$ cat src/rtl/phrase_sequencer_if.sv
// phrase_sequencer_if
//   Bundles the phrase-store read port and the four voice-engine trigger
//   channels of the phrase sequencer.
//   master : sequencer side (drives row, triggers, strobes)
//   slave  : store/voice side (drives channel words and ready)
//   Signals:
//     row          row index to the phrase store read port
//     ch_data_0..3 phrase words for the current row {note, vol, inst}
//     note_data_0..3 latched trigger payload per channel
//     note_valid   per-channel trigger valid
//     note_ready   per-channel trigger accept
//     row_strobe   one-cycle pulse when a row is issued
//     overrun      one-cycle pulse: an unaccepted trigger was replaced
interface phrase_sequencer_if;
    logic [3:0]  row;
    logic [15:0] ch_data_0;
    logic [15:0] ch_data_1;
    logic [15:0] ch_data_2;
    logic [15:0] ch_data_3;
    logic [15:0] note_data_0;
    logic [15:0] note_data_1;
    logic [15:0] note_data_2;
    logic [15:0] note_data_3;
    logic [3:0]  note_valid;
    logic [3:0]  note_ready;
    logic        row_strobe;
    logic [3:0]  overrun;

    modport master (
        output row, note_data_0, note_data_1, note_data_2, note_data_3,
               note_valid, row_strobe, overrun,
        input  ch_data_0, ch_data_1, ch_data_2, ch_data_3, note_ready
    );

    modport slave (
        input  row, note_data_0, note_data_1, note_data_2, note_data_3,
               note_valid, row_strobe, overrun,
        output ch_data_0, ch_data_1, ch_data_2, ch_data_3, note_ready
    );
endinterface

$ cat src/rtl/phrase_sequencer.sv
// phrase_sequencer
//   Playback controller for the 4-channel phrase store. Steps the row index
//   at a programmable tempo, samples the four channel words of each row and
//   raises per-channel note triggers towards the voice engines.
//   Ports:
//     clk, rst_active_high  clock and asynchronous active-high reset
//     play_pause            level, 1 = play, 0 = pause
//     stop                  pulse, halt and rewind to row 0 (beats play_pause)
//     row_ms                tempo ticks per row (0 behaves as 1)
//     playing               high while fetching/issuing/waiting; gates edits
//     phrase_done           (SEQ_ONESHOT_EN only) pulse when the phrase ends
//     bus                   phrase store / voice trigger interface (master)
//   Build option: define SEQ_ONESHOT_EN to stop after the last row instead
//   of looping.
//
//   state    | meaning
//   ---------+-----------------------------------------------------------
//   STOPPED  | idle at row 0, waiting for play
//   FETCH    | row stable, store output settling
//   ISSUE    | sample channel words, raise triggers, load row timer
//   WAIT     | prescaler/row timer running until the row expires
//   PAUSED   | everything frozen; resumes into the state that was left
module phrase_sequencer #(
    parameter int CLK_DIV  = 100000,
    parameter int NUM_ROWS = 16
) (
    input  logic               clk,
    input  logic               rst_active_high,
    input  logic               play_pause,
    input  logic               stop,
    input  logic [9:0]         row_ms,
    output logic               playing,
`ifdef SEQ_ONESHOT_EN
    output logic               phrase_done,
`endif
    phrase_sequencer_if.master bus
);

    typedef enum logic [2:0] {
        ST_STOPPED,
        ST_FETCH,
        ST_ISSUE,
        ST_WAIT,
        ST_PAUSED
    } state_t;

    localparam int             PW        = (CLK_DIV > 2) ? $clog2(CLK_DIV) : 1;
    localparam logic [PW-1:0]  PRESC_MAX = PW'(CLK_DIV - 1);
    localparam logic [3:0]     ROW_MASK  = 4'(NUM_ROWS - 1);

    state_t        r_state;
    state_t        w_state_nxt;
    state_t        r_resume;
    logic [PW-1:0] r_presc;
    logic [9:0]    r_timer;
    logic [3:0]    r_row;
    logic [3:0]    r_valid;
    logic [3:0]    r_overrun;
    logic [15:0]   r_note [4];
    logic [15:0]   w_ch   [4];
    logic [9:0]    w_row_len;
    logic          w_issue;
    logic          w_run;
    logic          w_tick;
    logic          w_expire;
    logic          w_phrase_end;

    assign w_ch[0] = bus.ch_data_0;
    assign w_ch[1] = bus.ch_data_1;
    assign w_ch[2] = bus.ch_data_2;
    assign w_ch[3] = bus.ch_data_3;

    assign w_row_len = (row_ms == 10'd0) ? 10'd1 : row_ms;
    assign w_tick    = (r_presc == PRESC_MAX);
    // The row ends on the tick that takes the timer from 1 to 0.
    assign w_expire  = w_tick && (r_timer == 10'd1);

    always_ff @(posedge clk or posedge rst_active_high) begin
        if (rst_active_high) begin
            r_state  <= ST_STOPPED;
            r_resume <= ST_FETCH;
        end else begin
            r_state <= w_state_nxt;
            // Tracks the last active state so PAUSED knows where to return.
            if (r_state != ST_PAUSED) begin
                r_resume <= r_state;
            end
        end
    end

    always_comb begin
        w_state_nxt  = r_state;
        w_issue      = 1'b0;
        w_run        = 1'b0;
        w_phrase_end = 1'b0;
        case (r_state)
            ST_STOPPED: begin
                if (play_pause) w_state_nxt = ST_FETCH;
            end
            ST_FETCH: begin
                w_state_nxt = play_pause ? ST_ISSUE : ST_PAUSED;
            end
            ST_ISSUE: begin
                // A pause seen in ISSUE defers the trigger to the resume,
                // so each row is issued exactly once.
                if (play_pause) begin
                    w_issue     = 1'b1;
                    w_state_nxt = ST_WAIT;
                end else begin
                    w_state_nxt = ST_PAUSED;
                end
            end
            ST_WAIT: begin
                if (!play_pause) begin
                    w_state_nxt = ST_PAUSED;
                end else begin
                    w_run = 1'b1;
                    if (w_expire) begin
`ifdef SEQ_ONESHOT_EN
                        if (r_row == ROW_MASK) begin
                            w_state_nxt  = ST_STOPPED;
                            w_phrase_end = 1'b1;
                        end else begin
                            w_state_nxt = ST_FETCH;
                        end
`else
                        w_state_nxt = ST_FETCH;
`endif
                    end
                end
            end
            ST_PAUSED: begin
                if (play_pause) w_state_nxt = r_resume;
            end
            default: w_state_nxt = ST_STOPPED;
        endcase
        if (stop) begin
            w_state_nxt  = ST_STOPPED;
            w_issue      = 1'b0;
            w_run        = 1'b0;
            w_phrase_end = 1'b0;
        end
    end

    always_ff @(posedge clk or posedge rst_active_high) begin
        if (rst_active_high) begin
            r_row     <= '0;
            r_presc   <= '0;
            r_timer   <= '0;
            r_valid   <= '0;
            r_overrun <= '0;
            for (int c = 0; c < 4; c++) r_note[c] <= '0;
        end else if (stop) begin
            r_row     <= '0;
            r_presc   <= '0;
            r_timer   <= '0;
            r_valid   <= '0;
            r_overrun <= '0;
        end else begin
            r_overrun <= '0;
            for (int c = 0; c < 4; c++) begin
                r_valid[c] <= r_valid[c] & ~bus.note_ready[c];
                // New data always wins; flag it if the old trigger was
                // still pending and not being accepted this cycle.
                if (w_issue && (w_ch[c] != 16'hFFFF)) begin
                    r_note[c]    <= w_ch[c];
                    r_valid[c]   <= 1'b1;
                    r_overrun[c] <= r_valid[c] & ~bus.note_ready[c];
                end
            end
            if (w_issue) begin
                r_timer <= w_row_len;
                r_presc <= '0;
            end else if (w_run) begin
                r_presc <= w_tick ? '0 : r_presc + 1'b1;
                if (w_tick) r_timer <= r_timer - 10'd1;
                if (w_expire) r_row <= w_phrase_end ? 4'd0 : ((r_row + 4'd1) & ROW_MASK);
            end
        end
    end

`ifdef SEQ_ONESHOT_EN
    logic r_phrase_done;

    always_ff @(posedge clk or posedge rst_active_high) begin
        if (rst_active_high) begin
            r_phrase_done <= 1'b0;
        end else begin
            r_phrase_done <= w_phrase_end;
        end
    end

    assign phrase_done = r_phrase_done;
`endif

    assign playing         = (r_state == ST_FETCH) || (r_state == ST_ISSUE) || (r_state == ST_WAIT);
    assign bus.row         = r_row;
    assign bus.row_strobe  = w_issue;
    assign bus.note_valid  = r_valid;
    assign bus.overrun     = r_overrun;
    assign bus.note_data_0 = r_note[0];
    assign bus.note_data_1 = r_note[1];
    assign bus.note_data_2 = r_note[2];
    assign bus.note_data_3 = r_note[3];

endmodule
$ cat src/flat_wrapper.sv
// flat-port wrapper written by rule: the top's interface ports become plain ports
module phrase_sequencer_flat 
#(
    parameter int CLK_DIV  = 100000,
    parameter int NUM_ROWS = 16
)
  (clk, rst_active_high, play_pause, stop, row_ms, playing, bus_row, bus_note_data_0, bus_note_data_1, bus_note_data_2, bus_note_data_3, bus_note_valid, bus_row_strobe, bus_overrun, bus_ch_data_0, bus_ch_data_1, bus_ch_data_2, bus_ch_data_3, bus_note_ready);
  phrase_sequencer_if bus_i ();
  input  logic clk;
  input  logic rst_active_high;
  input  logic play_pause;
  input  logic stop;
  input  logic [9:0] row_ms;
  output logic playing;
  output wire logic [$bits(bus_i.row)-1:0] bus_row;
  output wire logic [$bits(bus_i.note_data_0)-1:0] bus_note_data_0;
  output wire logic [$bits(bus_i.note_data_1)-1:0] bus_note_data_1;
  output wire logic [$bits(bus_i.note_data_2)-1:0] bus_note_data_2;
  output wire logic [$bits(bus_i.note_data_3)-1:0] bus_note_data_3;
  output wire logic [$bits(bus_i.note_valid)-1:0] bus_note_valid;
  output wire logic [$bits(bus_i.row_strobe)-1:0] bus_row_strobe;
  output wire logic [$bits(bus_i.overrun)-1:0] bus_overrun;
  input wire logic [$bits(bus_i.ch_data_0)-1:0] bus_ch_data_0;
  input wire logic [$bits(bus_i.ch_data_1)-1:0] bus_ch_data_1;
  input wire logic [$bits(bus_i.ch_data_2)-1:0] bus_ch_data_2;
  input wire logic [$bits(bus_i.ch_data_3)-1:0] bus_ch_data_3;
  input wire logic [$bits(bus_i.note_ready)-1:0] bus_note_ready;
  assign bus_row = bus_i.row;
  assign bus_note_data_0 = bus_i.note_data_0;
  assign bus_note_data_1 = bus_i.note_data_1;
  assign bus_note_data_2 = bus_i.note_data_2;
  assign bus_note_data_3 = bus_i.note_data_3;
  assign bus_note_valid = bus_i.note_valid;
  assign bus_row_strobe = bus_i.row_strobe;
  assign bus_overrun = bus_i.overrun;
  assign bus_i.ch_data_0 = bus_ch_data_0;
  assign bus_i.ch_data_1 = bus_ch_data_1;
  assign bus_i.ch_data_2 = bus_ch_data_2;
  assign bus_i.ch_data_3 = bus_ch_data_3;
  assign bus_i.note_ready = bus_note_ready;
  phrase_sequencer #(.CLK_DIV(CLK_DIV), .NUM_ROWS(NUM_ROWS)) u_core (.clk(clk), .rst_active_high(rst_active_high), .play_pause(play_pause), .stop(stop), .row_ms(row_ms), .playing(playing), .bus(bus_i));
endmodule
$ cat config.mk
export PLATFORM = sky130hd
export DESIGN_NAME = phrase_sequencer_flat
export DESIGN_NICKNAME = d
export VERILOG_FILES = /design/src/rtl/phrase_sequencer_if.sv /design/src/rtl/phrase_sequencer.sv /design/src/flat_wrapper.sv
export SDC_FILE = /design/constraint.sdc
export NUM_CORES = 1
export LEC_CHECK = 0
export CORE_UTILIZATION = 50
export DETAILED_ROUTE_END_ITERATION = 10
export PLACE_DENSITY = 0.93
export RECOVER_POWER = 100
export SLEW_MARGIN = 5
export SYNTH_ARGS = -nofsm -noshare
export SYNTH_HDL_FRONTEND = slang
export SYNTH_SLANG_ARGS = --single-unit
$ cat constraint.sdc
create_clock -name clk -period 9.68 [get_ports clk]
set_input_delay 2.42 -clock clk [delete_from_list [all_inputs] [get_ports clk]]
set_output_delay 2.42 -clock clk [all_outputs]
set_load 0.005 [all_outputs]
==> run summary <==
In this run, synthesis inferred 0 flip-flops with an integrated enable. The simple-gate share of the synthesized area was 15.8%; the fraction of layout cells with a size suffix above 1 was 14.4%. After layout, the design draws a total of 1130 uW. The via count is 4077, and the core outline area is 0.00937 mm2. The global-route wire length before repair was 21400 um. TritonCTS created 9 clock buffers. The cell count after synthesis came out at 412. Number of antenna violations at the first check in global routing: 0.

The final critical delay including setup and external delays is 7.45 ns, and the arithmetic-cell share of the synthesized area counting full adders, half adders and majority gates is 1.02%. Summed over all layers, the global routing overflow is 0. The largest single stage delay on the critical path is 0.69 ns.

The xor/xnor share of the synthesized area is 1.61%. The average instance in the mapped netlist occupies 11.9 um2. The number of placed cells counting well taps is 684, and the synthesis-to-finish area growth is 37.3%.

Summed over all layers, the routed wires come to 13300 um. The final reports fail on max-capacitance violations, max-slew violations. The worst setup path is launched from an input pin. The average routed wire per standard cell is 19.0 um, and the wire length on met2 is 6830 um. The logs give 57 for the count of cell types in the netlist and 985 um for the wire length on met3. The slowest stage of the critical path is the sky130_fd_sc_hd__clkbuf_1 cell. In the final design database the tool counted 652 nets. Summing every instance area after synthesis gives 0.00490 mm2. In the routed design, unresolved DRC markers number 0. The worst pin sits at a relative slew slack of -144%. The die covers 0.0102 mm2. Summed over all nets, the switching power comes to 322 uW.

The non-filler instance count after layout was 700; the relative contribution of the clock network to total power was 23.4%. Counting every sink on the clock net gives 109. The worst-case clock buffer depth is 2. Gates resized during post-CTS repair numbered 0. For this run, the leading register cell type out of synthesis is sky130_fd_sc_hd__dfrtp_1. The critical path contains buffers and inverters numbering 4 combined. The first TritonRoute pass finished after 4 iterations. Fill cell total of the finished layout: 655. For the area used by sequential logic in the layout, the log shows 0.00273 mm2.

sky130_fd_sc_hd__dfrtp_1 takes more of the synthesized area than any other cell. After clock tree synthesis, the clock-pin slew on the worst setup and hold paths is 0.10 ns. The internal power of the cells totals 813 uW. The post-CTS repair timing setup buffer count came out at 0.

The sum of negative setup slack was 0 ns; the largest voltage drop on the vdd net was 0.000144 V. For this run, the top clock speed supported by timing is 134 MHz. Mean number of vias per cell: 5.82. Along the worst path, the maximum fanout reaches 22.

The die is 101 um wide. In the final routing, the length of wire on met1 measures 5120 um. The kind of critical path was input pin to output port. The total number of yosys warnings is 0.

The critical path goes through dlygate4sd3_1, clkbuf_1, nand2b_1, inv_1, dlygate4sd3_1. The overall global routing resource usage is 27.5%, and the flip-flop and latch count after synthesis is 109. The flow ran to the end, but the final reports show violations.

Data arrives at the worst endpoint at 5.03 ns. Sequential cells account for 50.4% of the total power. The post-synth net total came out at 498. The cell with the most instances after synthesis is sky130_fd_sc_hd__dfrtp_1.

At the pin with the least slew margin, the transition time is 3.66 ns. The areal power density over the cells came out at 169 mW/mm2. The cell family with the largest share of critical-path delay is buffers and inverters.

In the synthesized netlist the async set-or-reset flop fraction comes to 100%. The highest signal layer in the routed design was met4. The tools report the number of rows in the core area as 35. TritonCTS built the clock tree.

In the synthesized netlist, mux cells make up 14.0% of the area. Across the run, the number of max-cap violations was 2. The logs give 160 for the top-level port count and 0 for the final setup violation count. In this run, the number of DRC markers left after iteration 0 of detailed routing was 237. In this run switching power makes up 28.4% of total power. The tools report the required time of the worst setup path as 7.26 ns.

For the worst-skew pair, the clock arrives at the later sink with an insertion delay of 0.38 ns. After synthesis, the most frequently instantiated cells are sky130_fd_sc_hd__dfrtp_1 (108), sky130_fd_sc_hd__mux2_2 (60), sky130_fd_sc_hd__nor2_1 (24). The cell occurring most often along the worst timing path was sky130_fd_sc_hd__dlygate4sd3_1.

The initial utilization of the core area, before any placement, comes to 52.3%. The number of antenna diodes in the final layout is 0. The via count of the first global-routing pass came out at 4295.

The sequential element share of the synthesized area was 55.6%. The root buffer cell was sky130_fd_sc_hd__clkbuf_8. The tools report the number of failing hold endpoints at the final stage as 0. Path class of the lowest-slack min-delay path: register to register. The total half-perimeter wirelength after legalization and detailed placement was 9780 um. The share of Yosys cell area claimed by the top area cell type is 55.1%, and the die span in y is 101 um. The multi-input combinational cells in the finished layout cover a total of 0.00200 mm2.

Setup repair after global routing left no endpoint under its margin. The total of hold buffers inserted after clock tree synthesis is 0. The worst setup path is captured at an output port. Input and output buffers added on the ports amount to 159. At the end of routability-driven placement, the weighted congestion stood at 0.857. Summing the areas of all compound-gate instances in the mapped netlist gives 9.06% of the synthesized area. In this run the number of H-tree levels came out at 3. In this run the static leakage power is 0.00301 uW. The number of max-slew violations in the final report came out at 112.

The combinational power share is 26.2%. Dividing the final minimum period by the clock period gives 77.0%. The largest net degree at the start of global routing was 70. Clock skew on the completed layout was measured at 0.0150 ns.

Sorting the synthesized cells by area gives the leading types as sky130_fd_sc_hd__dfrtp_1 (55%), sky130_fd_sc_hd__mux2_2 (14%), sky130_fd_sc_hd__nand4_1 (2.8%). Number of routed nets with antenna violations: 0. Main combinational cell family by area after synthesis: simple AND/OR/NAND/NOR gates.
[power by group through the flow]
stage               Sequential [uW]  Combinational [uW]  Clock [uW]
floorplan                       578                 126           0
global placement                576                 311           0
detailed placement              581                 322           0
CTS                             574                 325         271
global route                    581                 320         285
finish                          572                 297         266
[per-layer routing]
layer	GRT usage [%]	up-vias
met4	12.2	0
met2	46.7	168
li1	-	1838
met3	8.18	29
met5	0	-
met1	32.3	2042
[stage by stage]
step	hold slack, ns	utilization, %	setup slack, ns	cell area, um2
finish	0.494	71.8	2.23	6730
global placement	0.473	70.4	2.58	6590
detailed placement	0.479	70.4	2.52	6590
CTS	0.500	72.3	2.53	6780
global route	0.531	71.8	1.64	6730
floorplan	0.456	-	4.32	4900
[kinds of logic after synthesis]
logic type	after synthesis
xor gates and xnor gates	9
buffers and inverters	33
DFF	109
AOI/OAI and AO/OA	63
muxes	61
adders and majority gates	4
and+or+nand+nor	133
[layout by cell type, fill, tap and decap left out, drive strengths merged, types with 13 or more instances in the layout]
master,instances
nand2,19
dlygate4sd3,81
nand4,22
dfrtp,108
mux2,60
inv,16
nor4,13
clkbuf,14
nor2,28
a21oi,17
clkdlybuf4s50,78
[final cells by class]
| class | count | area share, % |
|---|---|---|
| Sequential cell | 109 | 40.5 |
| Multi-Input combinational cell | 270 | 29.8 |
| Timing Repair Buffer | 162 | 23.8 |
| Tap cell | 129 | 2.40 |
| Clock buffer | 11 | 2.10 |
| Inverter | 14 | 0.799 |
| Clock inverter | 5 | 0.613 |
[registers in the layout (all words and copies together), names as in the netlist]
signal / cells
u_core.r_state: 3
u_core.r_resume: 3
u_core.bus.note_valid: 4
u_core.bus.note_data_3: 16
u_core.bus.note_data_1: 16
u_core.r_timer: 10
u_core.bus.overrun: 4
u_core.r_presc: 17
u_core.bus.note_data_0: 16
u_core.bus.row: 4
u_core.bus.note_data_2: 16
[path summary, 6_finish.rpt]
kind	end	from	slack [ns]	cells after the start
setup / recovery	bus_row_strobe	stop	2.23	5
hold / removal	u_core.bus.note_data_3[9]$_DFFE_PP0P_	u_core.bus.note_data_3[9]$_DFFE_PP0P_	0.49	1
setup reg to reg	u_core.bus.note_data_3[12]$_DFFE_PP0P_	u_core.r_state[2]$_DFFE_PP0P_	6.18	4
hold reg to reg	u_core.bus.note_data_3[9]$_DFFE_PP0P_	u_core.bus.note_data_3[9]$_DFFE_PP0P_	0.49	1
max in group asynchronous	u_core.r_presc[5]$_DFFE_PP0P_	rst_active_high	2.57	3
min in group asynchronous	u_core.bus.note_data_2[11]$_DFFE_PP0P_	rst_active_high	2.96	2
Power figures use the tool's default switching activity.
